==> src/rtl/axi_sram_slave_if.sv <==
// axi_sram_slave_if: AXI4 read/write channel bundle between an initiator and the
// SRAM-backed responder. The initiator uses the master modport, the responder uses slave.
interface axi_sram_slave_if #(
    parameter int ID_W = 4
);
    logic [ID_W-1:0] arid;
    logic [31:0]     araddr;
    logic [7:0]      arlen;
    logic [2:0]      arsize;
    logic [1:0]      arburst;
    logic            arvalid;
    logic            arready;

    logic [ID_W-1:0] rid;
    logic [31:0]     rdata;
    logic [1:0]      rresp;
    logic            rlast;
    logic            rvalid;
    logic            rready;

    logic [ID_W-1:0] awid;
    logic [31:0]     awaddr;
    logic [7:0]      awlen;
    logic [2:0]      awsize;
    logic [1:0]      awburst;
    logic            awvalid;
    logic            awready;

    logic [31:0]     wdata;
    logic [3:0]      wstrb;
    logic            wlast;
    logic            wvalid;
    logic            wready;

    logic [ID_W-1:0] bid;
    logic [1:0]      bresp;
    logic            bvalid;
    logic            bready;

    modport slave (
        input  arid, araddr, arlen, arsize, arburst, arvalid,
        output arready,
        output rid, rdata, rresp, rlast, rvalid,
        input  rready,
        input  awid, awaddr, awlen, awsize, awburst, awvalid,
        output awready,
        input  wdata, wstrb, wlast, wvalid,
        output wready,
        output bid, bresp, bvalid,
        input  bready
    );

    modport master (
        output arid, araddr, arlen, arsize, arburst, arvalid,
        input  arready,
        input  rid, rdata, rresp, rlast, rvalid,
        output rready,
        output awid, awaddr, awlen, awsize, awburst, awvalid,
        input  awready,
        output wdata, wstrb, wlast, wvalid,
        input  wready,
        input  bid, bresp, bvalid,
        output bready
    );
endinterface

==> src/rtl/axi_sram_slave.sv <==
// axi_sram_slave: AXI4 responder serving one FIXED/INCR burst at a time against a
// single-port synchronous SRAM with one cycle of read latency.
module axi_sram_slave #(
    parameter int ADDR_W = 14,
    parameter int ID_W   = 4
) (
    input  logic              clk,
    input  logic              resetn,
    axi_sram_slave_if.slave   axi,
    output logic              ram_en,
    output logic [3:0]        ram_we,
    output logic [ADDR_W-1:0] ram_addr,
    output logic [31:0]       ram_wdata,
    input  logic [31:0]       ram_rdata
);
    typedef enum logic [2:0] {IDLE, RD_REQ, RD_WAIT, RD_RESP, WR_DATA, WR_RESP} state_e;

    state_e          state_q, state_d;
    logic [ID_W-1:0] id_q, id_d;
    logic [31:0]     addr_q, addr_d;
    logic [7:0]      len_q, len_d;
    logic [2:0]      size_q, size_d;
    logic [1:0]      burst_q, burst_d;
    logic [7:0]      beatCnt_q, beatCnt_d;
    logic            err_q, err_d;
    logic [31:0]     rdata_q, rdata_d;
    logic            lastWasWrite_q, lastWasWrite_d;

    logic            lastBeat;
    logic            grantRd;
    logic            grantWr;
    logic [31:0]     nextAddr;

    assign lastBeat = (beatCnt_q == len_q);
    assign nextAddr = (burst_q == 2'b00) ? addr_q : addr_q + (32'd1 << size_q);

    // On contention the channel that was not served most recently wins
    assign grantRd = (state_q == IDLE) && axi.arvalid && (!axi.awvalid || lastWasWrite_q);
    assign grantWr = (state_q == IDLE) && axi.awvalid && !grantRd;

    assign axi.arready = grantRd;
    assign axi.awready = grantWr;
    assign axi.wready  = (state_q == WR_DATA);
    assign axi.rvalid  = (state_q == RD_RESP);
    assign axi.rid     = id_q;
    assign axi.rdata   = rdata_q;
    assign axi.rresp   = 2'b00;
    assign axi.rlast   = (state_q == RD_RESP) && lastBeat;
    assign axi.bvalid  = (state_q == WR_RESP);
    assign axi.bid     = id_q;
    assign axi.bresp   = ((state_q == WR_RESP) && err_q) ? 2'b10 : 2'b00;
    assign ram_addr    = addr_q[ADDR_W+1:2];
    assign ram_wdata   = axi.wdata;

    always_comb begin
        state_d        = state_q;
        id_d           = id_q;
        addr_d         = addr_q;
        len_d          = len_q;
        size_d         = size_q;
        burst_d        = burst_q;
        beatCnt_d      = beatCnt_q;
        err_d          = err_q;
        rdata_d        = rdata_q;
        lastWasWrite_d = lastWasWrite_q;
        ram_en         = 1'b0;
        ram_we         = 4'b0000;

        case (state_q)
            IDLE: begin
                if (grantRd) begin
                    id_d           = axi.arid;
                    addr_d         = axi.araddr;
                    len_d          = axi.arlen;
                    size_d         = axi.arsize;
                    burst_d        = axi.arburst;
                    beatCnt_d      = 8'd0;
                    lastWasWrite_d = 1'b0;
                    state_d        = RD_REQ;
                end else if (grantWr) begin
                    id_d           = axi.awid;
                    addr_d         = axi.awaddr;
                    len_d          = axi.awlen;
                    size_d         = axi.awsize;
                    burst_d        = axi.awburst;
                    beatCnt_d      = 8'd0;
                    err_d          = 1'b0;
                    lastWasWrite_d = 1'b1;
                    state_d        = WR_DATA;
                end
            end
            RD_REQ: begin
                ram_en  = 1'b1;
                state_d = RD_WAIT;
            end
            RD_WAIT: begin
                rdata_d = ram_rdata;
                state_d = RD_RESP;
            end
            RD_RESP: begin
                if (axi.rready) begin
                    if (lastBeat) begin
                        state_d = IDLE;
                    end else begin
                        beatCnt_d = beatCnt_q + 8'd1;
                        addr_d    = nextAddr;
                        state_d   = RD_REQ;
                    end
                end
            end
            WR_DATA: begin
                if (axi.wvalid) begin
                    ram_en = 1'b1;
                    ram_we = axi.wstrb;
                    // A misplaced wlast is reported in bresp but the burst still runs to len
                    if (axi.wlast != lastBeat) begin
                        err_d = 1'b1;
                    end
                    if (lastBeat) begin
                        state_d = WR_RESP;
                    end else begin
                        beatCnt_d = beatCnt_q + 8'd1;
                        addr_d    = nextAddr;
                    end
                end
            end
            WR_RESP: begin
                if (axi.bready) begin
                    state_d = IDLE;
                end
            end
            default: state_d = IDLE;
        endcase
    end

    always_ff @(posedge clk or negedge resetn) begin
        if (!resetn) begin
            state_q        <= IDLE;
            id_q           <= '0;
            addr_q         <= '0;
            len_q          <= '0;
            size_q         <= '0;
            burst_q        <= '0;
            beatCnt_q      <= '0;
            err_q          <= 1'b0;
            rdata_q        <= '0;
            lastWasWrite_q <= 1'b1;
        end else begin
            state_q        <= state_d;
            id_q           <= id_d;
            addr_q         <= addr_d;
            len_q          <= len_d;
            size_q         <= size_d;
            burst_q        <= burst_d;
            beatCnt_q      <= beatCnt_d;
            err_q          <= err_d;
            rdata_q        <= rdata_d;
            lastWasWrite_q <= lastWasWrite_d;
        end
    end
endmodule

==> src/flat_wrapper.sv <==
// flat-port wrapper written by rule: the top's interface ports become plain ports
module axi_sram_slave_flat 
#(
    parameter int ADDR_W = 14,
    parameter int ID_W   = 4
)
  (clk, resetn, ram_en, ram_we, ram_addr, ram_wdata, ram_rdata, axi_arid, axi_araddr, axi_arlen, axi_arsize, axi_arburst, axi_arvalid, axi_arready, axi_rid, axi_rdata, axi_rresp, axi_rlast, axi_rvalid, axi_rready, axi_awid, axi_awaddr, axi_awlen, axi_awsize, axi_awburst, axi_awvalid, axi_awready, axi_wdata, axi_wstrb, axi_wlast, axi_wvalid, axi_wready, axi_bid, axi_bresp, axi_bvalid, axi_bready);
  axi_sram_slave_if #(.ID_W(ID_W)) axi_i ();
  input  logic clk;
  input  logic resetn;
  output logic ram_en;
  output logic [3:0] ram_we;
  output logic [ADDR_W-1:0] ram_addr;
  output logic [31:0] ram_wdata;
  input  logic [31:0] ram_rdata;
  input wire logic [$bits(axi_i.arid)-1:0] axi_arid;
  input wire logic [$bits(axi_i.araddr)-1:0] axi_araddr;
  input wire logic [$bits(axi_i.arlen)-1:0] axi_arlen;
  input wire logic [$bits(axi_i.arsize)-1:0] axi_arsize;
  input wire logic [$bits(axi_i.arburst)-1:0] axi_arburst;
  input wire logic [$bits(axi_i.arvalid)-1:0] axi_arvalid;
  output wire logic [$bits(axi_i.arready)-1:0] axi_arready;
  output wire logic [$bits(axi_i.rid)-1:0] axi_rid;
  output wire logic [$bits(axi_i.rdata)-1:0] axi_rdata;
  output wire logic [$bits(axi_i.rresp)-1:0] axi_rresp;
  output wire logic [$bits(axi_i.rlast)-1:0] axi_rlast;
  output wire logic [$bits(axi_i.rvalid)-1:0] axi_rvalid;
  input wire logic [$bits(axi_i.rready)-1:0] axi_rready;
  input wire logic [$bits(axi_i.awid)-1:0] axi_awid;
  input wire logic [$bits(axi_i.awaddr)-1:0] axi_awaddr;
  input wire logic [$bits(axi_i.awlen)-1:0] axi_awlen;
  input wire logic [$bits(axi_i.awsize)-1:0] axi_awsize;
  input wire logic [$bits(axi_i.awburst)-1:0] axi_awburst;
  input wire logic [$bits(axi_i.awvalid)-1:0] axi_awvalid;
  output wire logic [$bits(axi_i.awready)-1:0] axi_awready;
  input wire logic [$bits(axi_i.wdata)-1:0] axi_wdata;
  input wire logic [$bits(axi_i.wstrb)-1:0] axi_wstrb;
  input wire logic [$bits(axi_i.wlast)-1:0] axi_wlast;
  input wire logic [$bits(axi_i.wvalid)-1:0] axi_wvalid;
  output wire logic [$bits(axi_i.wready)-1:0] axi_wready;
  output wire logic [$bits(axi_i.bid)-1:0] axi_bid;
  output wire logic [$bits(axi_i.bresp)-1:0] axi_bresp;
  output wire logic [$bits(axi_i.bvalid)-1:0] axi_bvalid;
  input wire logic [$bits(axi_i.bready)-1:0] axi_bready;
  assign axi_i.arid = axi_arid;
  assign axi_i.araddr = axi_araddr;
  assign axi_i.arlen = axi_arlen;
  assign axi_i.arsize = axi_arsize;
  assign axi_i.arburst = axi_arburst;
  assign axi_i.arvalid = axi_arvalid;
  assign axi_arready = axi_i.arready;
  assign axi_rid = axi_i.rid;
  assign axi_rdata = axi_i.rdata;
  assign axi_rresp = axi_i.rresp;
  assign axi_rlast = axi_i.rlast;
  assign axi_rvalid = axi_i.rvalid;
  assign axi_i.rready = axi_rready;
  assign axi_i.awid = axi_awid;
  assign axi_i.awaddr = axi_awaddr;
  assign axi_i.awlen = axi_awlen;
  assign axi_i.awsize = axi_awsize;
  assign axi_i.awburst = axi_awburst;
  assign axi_i.awvalid = axi_awvalid;
  assign axi_awready = axi_i.awready;
  assign axi_i.wdata = axi_wdata;
  assign axi_i.wstrb = axi_wstrb;
  assign axi_i.wlast = axi_wlast;
  assign axi_i.wvalid = axi_wvalid;
  assign axi_wready = axi_i.wready;
  assign axi_bid = axi_i.bid;
  assign axi_bresp = axi_i.bresp;
  assign axi_bvalid = axi_i.bvalid;
  assign axi_i.bready = axi_bready;
  axi_sram_slave #(.ADDR_W(ADDR_W), .ID_W(ID_W)) u_core (.clk(clk), .resetn(resetn), .axi(axi_i), .ram_en(ram_en), .ram_we(ram_we), .ram_addr(ram_addr), .ram_wdata(ram_wdata), .ram_rdata(ram_rdata));
endmodule
==> config.mk <==
export PLATFORM = sky130hd
export DESIGN_NAME = axi_sram_slave_flat
export DESIGN_NICKNAME = d
export VERILOG_FILES = /design/src/rtl/axi_sram_slave_if.sv /design/src/rtl/axi_sram_slave.sv /design/src/flat_wrapper.sv
export SDC_FILE = /design/constraint.sdc
export NUM_CORES = 1
export LEC_CHECK = 0
export CORE_MARGIN = 4
export CORE_UTILIZATION = 30
export DETAILED_ROUTE_END_ITERATION = 16
export GPL_TIMING_DRIVEN = 0
export PLACE_DENSITY = 0.76
export SLEW_MARGIN = 25
export SYNTH_ARGS = -nofsm -noshare
export SYNTH_HDL_FRONTEND = slang
export SYNTH_SLANG_ARGS = --single-unit
==> constraint.sdc <==
create_clock -name clk -period 3.8 [get_ports clk]
set_clock_uncertainty 0.1 [all_clocks]
set_input_delay 0.76 -clock clk [delete_from_list [all_inputs] [get_ports clk]]
set_output_delay 0.76 -clock clk [all_outputs]
set_load 0.005 [all_outputs]
==> results of run 1 <==
## state kept, by name, summed over array words and instances (netlist names)
name and flops:
u_core.addr_q 16, u_core.axi.bid 4, u_core.axi.rdata 32, u_core.beatCnt_q 8, u_core.burst_q 2, u_core.err_q 1, u_core.lastWasWrite_q 1, u_core.len_q 8
u_core.size_q 3, u_core.state_q 3
## worst min-delay path by stage
stage / startpoint / to / slack, ps / cells past startpoint
after floorplan: resetn / u_core.addr_q[0] / 360 / 0
after global placement: u_core.axi.rdata[19] / u_core.axi.rdata[19] / 390 / 1
final: resetn / u_core.addr_q[5] / 290 / 1
after global routing: resetn / u_core.addr_q[5] / 320 / 1
after detailed placement: u_core.axi.rdata[6] / u_core.axi.rdata[6] / 390 / 1
after CTS: resetn / u_core.addr_q[5] / 310 / 1
## worst max-delay path: stages
cell and delay (ps):
clkdlybuf4s50_1 500, nand2b_1 70, nand4b_1 180, buf_4 250, buf_4 240, nand3_1 120
nor2_1 160, clkdlybuf4s50_1 520
## cells by family (layout without fill, tap and decap cells)
kind of cell	Yosys count	after routing	share of synthesized area, %
adder cells (fa/ha/maj)	10	10	2.84
flip-flops	78	78	41.8
multiplexers	45	45	10.6
AO/OA/AOI/OAI	89	89	13.3
buffers and inverters	86	307	11.6
XOR/XNOR	19	19	3.56
other	1	3	0.0802
AND/OR/NAND/NOR	164	164	16.3
## metrics by stage
step	instances	hold slack [ps]
after global placement	912	389
after detailed placement	913	394
after CTS	927	309
after floorplan	494	364
after global routing	926	320
final	926	293
## final cells by class
class | instances | area share (%)
buffer | 77 | 6.99
clock buffer | 14 | 3.46
clock inverter | 1 | 0.409
inverter | 7 | 0.409
multi-input combinational | 330 | 29.9
sequential | 78 | 26.6
tap | 211 | 3.60
timing repair buffer | 208 | 28.6
## power breakdown
group | leakage (nW) | switching, W | total (W) | internal (W)
Combinational | 2.08 | 0.00128 | 0.00289 | 0.00161
Sequential | 0.923 | 0.000275 | 0.00151 | 0.00123
Clock | 0.137 | 0.000323 | 0.000847 | 0.000524
Total | 3.14 | 0.00188 | 0.00524 | 0.00337
## metal layers
metal  wire length, µm  vias up  share of wire, %
met4               114        0              0.81
met2              6890      153                49
li1                  -     2103                 -
met1              6000     2023                43
met5                 0        -                 0
met3              1080        7               7.6
## synthesized netlist by cell type (5+ instances only)
cell type	number
dfrtp_1	77
nand2_1	67
buf_4	53
nor2_1	47
mux2_2	37
a31oi_1	23
clkbuf_1	16
xor2_1	15
a21oi_1	13
o21ai_0	10
ha_1	9
a211oi_1	8
mux2i_1	8
and2_1	7
and3_1	7
inv_1	7
a21o_1	5
nand2b_1	5
o211ai_1	5
## timing repair
| item | CTS | global route |
|---|---|---|
| pin swaps | 0 | 0 |
| gates resized for setup | 2 | 2 |
| endpoints found under the hold margin | 0 | 0 |
| gates cloned | 0 | 0 |
| hold buffers | 0 | 0 |
| setup endpoints to repair | 2 | 2 |
==> flow_summary.yaml, run 1 <==
placement:
  port_buffers: 207
  gp_congestion: 0.821
  pre_cts_slack_ps: -275
  dp_hpwl_mm: 11.2
  dpl_cell_area_um2: 7050
cts:
  worstSkewPairLatency_ps: 330
  cts_max_level: 3
  clockBufferDepth: 2
  cts_tree: "built"
  clkTransAtPathRegs_ps: 60
  clkSinkCount: 78
  cts_root_buf: "clkbuf_16"
  cts_buffers: 9
  postCtsSetupRepairBufs: 0
global_route:
  antenna_found_initial: 0
  grt_max_degree: 42
  grtUsageTotal_pct: 16.2
  overflow: 0
  grt.met3_usage_pct: 5.74
  met1_usage_pct: 19.8
  grt_pass1_wl_mm: 23.2
  grt-busiest-layer: "met2"
  grt_pass1_vias: 4501
  globalRouteMet2Util_pct: 28.0
power:
  p_leak_nw: 3.14
  power-per-cell-area_nw_per_um2: 715
  finalPower_w: 0.00524
  vdd_drop_max_mv: 0.386
logic_synthesis:
  async_reset_ff_share_pct: 100
  synth_top_area_share_pct: 41.2
  netlist_area_um2: 4680
  ys_seq_area_share_pct: 41.8
  syn_avg_cell_area_um2: 9.51
  synth_edf_count: 0
  ys_dominant_reg_cell: "dfrtp_1"
  ys_types: 57
  ys_ff_latch: 78
  ys_warn_count: 0
  syn-instance-count: 492
  synth_area_leaders: "dfrtp_1 (41%), mux2_2 (8.9%), buf_4 (8.5%)"
  synth_largest_area_cell: "dfrtp_1"
final_layout:
  area_growth_pct: 56.9
  insertedDiodeCount: 0
  multi_input_area_um2: 2200
  drive_gt1_share_pct: 16.5
  final_area_um2: 7340
  seqCellArea_um2: 1950
  fillers: 1473
  final_common_cell: "clkdlybuf4s50_1"
  final_cell_mix: "clkdlybuf4s50_1 (206), dfrtp_1 (77), nand2_1 (67)"
  fin_util_pct: 48.1
  nets: 895
worst_setup_path:
  end_kind: "output pin"
  crit_start: "axi_awvalid"
  worstSetupEndpoint: "axi_awready"
  r2r_start: "u_core.size_q[0]"
  path_max_fanout: 10
  start_kind: "input port"
  reg2reg_slack_ps: 680
  crit_type: "in2out"
  arrival_ps: 2810
  regToRegEndpoint: "u_core.addr_q[13]"
  reg2reg_depth: 9
  required_ps: 2940
route:
  drc: 0
  drt_wl_total_mm: 14.1
  vias: 4286
  via_per_inst: 4.63
  wire_per_inst_um: 15.2
  ant_nets: 0
  drt_iter0_drc: 292
  firstDrtPassIters: 4
floorplan:
  die_x_um: 133
  dieArea_um2: 17700
  core_um2: 15300
  die_y_um: 133
  fp-row-count: 45
  ios: 275
  start_util_pct: 30.7
sta:
  min_period_ps: 3670
  finalHoldViolCount: 0
  rsz0062_at_grt: "no"
  fin_crit_sh_pct: 96.5
  layout_setup_ws_ps: 134
  worst_pin_slew_ps: 790
  tns_ps: 0
  slew_headroom_pct: 47.0
  slew_viol_final: 0
  setup_viol: 0
  max_freq_mhz: 273
hold_path:
  min_path_type: "in2async"
flow_run:
  drv_cap: 0
outcome:
  status: "complete, no violations"
Note: power is estimated with default switching activity, not from simulation.
==> run 2, diff against run 1 <==
Settings changed: PLACE_DENSITY 0.76 to 0.7, TNS_END_PERCENT from default to 100.
==> run 2 against run 1 <==
Against the previous run: combinational power about the same; critical path depth stayed put; non-clock buffer count is 1 higher; largest cell class unchanged.
==> flow_summary.yaml, run 2 (synthesis results as in run 1) <==
route:
  via_per_inst: 4.58
  drt_iter0_drc: 250
  wire_per_inst_um: 15.0
  vias: 4252
  drc: 0
  ant_nets: 0
  drt_wl_total_mm: 13.9
  firstDrtPassIters: 4
floorplan:
  ios: 275
  dieArea_um2: 17700
  core_um2: 15300
  die_y_um: 133
  fp-row-count: 45
  start_util_pct: 30.7
  die_x_um: 133
sta:
  max_freq_mhz: 275
  slew_headroom_pct: 49.8
  tns_ps: 0
  min_period_ps: 3640
  setup_viol: 0
  finalHoldViolCount: 0
  rsz0062_at_grt: "no"
  fin_crit_sh_pct: 95.7
  worst_pin_slew_ps: 748
  slew_viol_final: 0
final_layout:
  final_cell_mix: "clkdlybuf4s50_1 (206), dfrtp_1 (77), nand2_1 (67)"
  largest_reg_flops: 32
  final_common_cell: "clkdlybuf4s50_1"
  insertedDiodeCount: 0
  fin_cells: 928
  area_growth_pct: 58.1
  nets: 896
  drive_gt1_share_pct: 17.2
placement:
  port_buffers: 207
  place_inst: 913
  gp_congestion: 0.797
  dp_hpwl_mm: 11.0
worst_setup_path:
  crit_type: "in2out"
  crit_path_cell_trace: "clkdlybuf4s50_1 > nand2b_1 > nand4b_1 > clkbuf_4 > buf_4 > nand3_1 > nor2_1 > clkdlybuf4s50_1"
  worst-path-buf-inv: 4
  path_max_fanout: 10
  arrival_ps: 2780
  critical-path-top-delay-family: "buffers and inverters"
  end_kind: "output pin"
  slowest_stage: "clkdlybuf4s50_1"
  max_stage_delay_ps: 530
  cpMostUsedCell: "clkdlybuf4s50_1"
  start_kind: "input port"
  required_ps: 2940
global_route:
  grt_pass1_vias: 4425
  grt_max_degree: 42
  overflow: 0
  antenna_found_initial: 0
  grtUsageTotal_pct: 15.8
  grt_pass1_wl_mm: 22.6
cts:
  cts_max_level: 3
  clkTransAtPathRegs_ps: 60
  cts_buffers: 9
  cts_tree: "built"
  clockBufferDepth: 2
  worstSkewPairLatency_ps: 340
  cts_root_buf: "clkbuf_16"
  clkSinkCount: 78
flow_run:
  drv_cap: 0
outcome:
  status: "complete, no violations"
power:
  vdd_drop_max_mv: 0.383
  power-per-cell-area_nw_per_um2: 729
  p_leak_nw: 3.19
hold_path:
  min_path_type: "in2async"
-- run 2: metrics by stage --
step,total power (W),util [%],hold WS (ps),worst slack (ps),area [µm²]
3_3_place_gp,0.00437,46.0,389,-1100,7020
3_5_place_dp,0.00442,46.1,394,-291,7040
4_1_cts,0.00546,48.4,305,57.1,7390
2_1_floorplan,0.00316,-,364,1060,4680
6_report,0.00539,48.5,293,163,7390
5_1_grt,0.00584,48.5,328,53.9,7390
-- run 2: report_power, final --
part / switching, W / internal (W) / total [W] / leakage [nW]
sequential: 0.000272 / 0.00123 / 0.00150 / 0.923
combinational: 0.00127 / 0.00161 / 0.00288 / 2.10
clock: 0.000346 / 0.000658 / 0.00100 / 0.172
-- run 2: area by class of cell --
class	instances	area [µm²]
Tap cell	211	264
Inverter	7	26.3
Fill cell	1470	7860
Clock buffer	10	239
Buffer	78	518
Multi-Input combinational cell	330	2200
Timing Repair Buffer	208	2090
Clock inverter	6	109
Sequential cell	78	1950
-- run 2: per-layer routing --
metal	part of all wire [%]	up-vias	global-route usage [%]
met1	42	1980	19.0
li1	-	2099	-
met4	1.2	0	3.81
met2	49	157	26.7
met5	0	-	0
met3	7.3	16	6.01
-- run 2: path summary, 6_finish.rpt --
path                                       from              endpoint  slack, ps  depth (start not counted)
max                                 axi_awvalid           axi_awready        160                          8
min                                      resetn      u_core.addr_q[3]        290                          1
max reg2reg                    u_core.size_q[0]     u_core.addr_q[13]        690                          9
min reg2reg                u_core.axi.rdata[23]  u_core.axi.rdata[23]        400                          1
max in group asynchronous                resetn   u_core.axi.rdata[1]       2700                          2
min in group clk           u_core.axi.rdata[23]  u_core.axi.rdata[23]        400                          1
-- run 2: what timing repair did --
item,4_1_cts,5_1_grt
pin swaps,0,0
gates resized for setup,2,1
hold buffers,0,0
hold endpoints to repair,0,0
endpoints found under the setup margin,2,1
buffers inserted,0,0
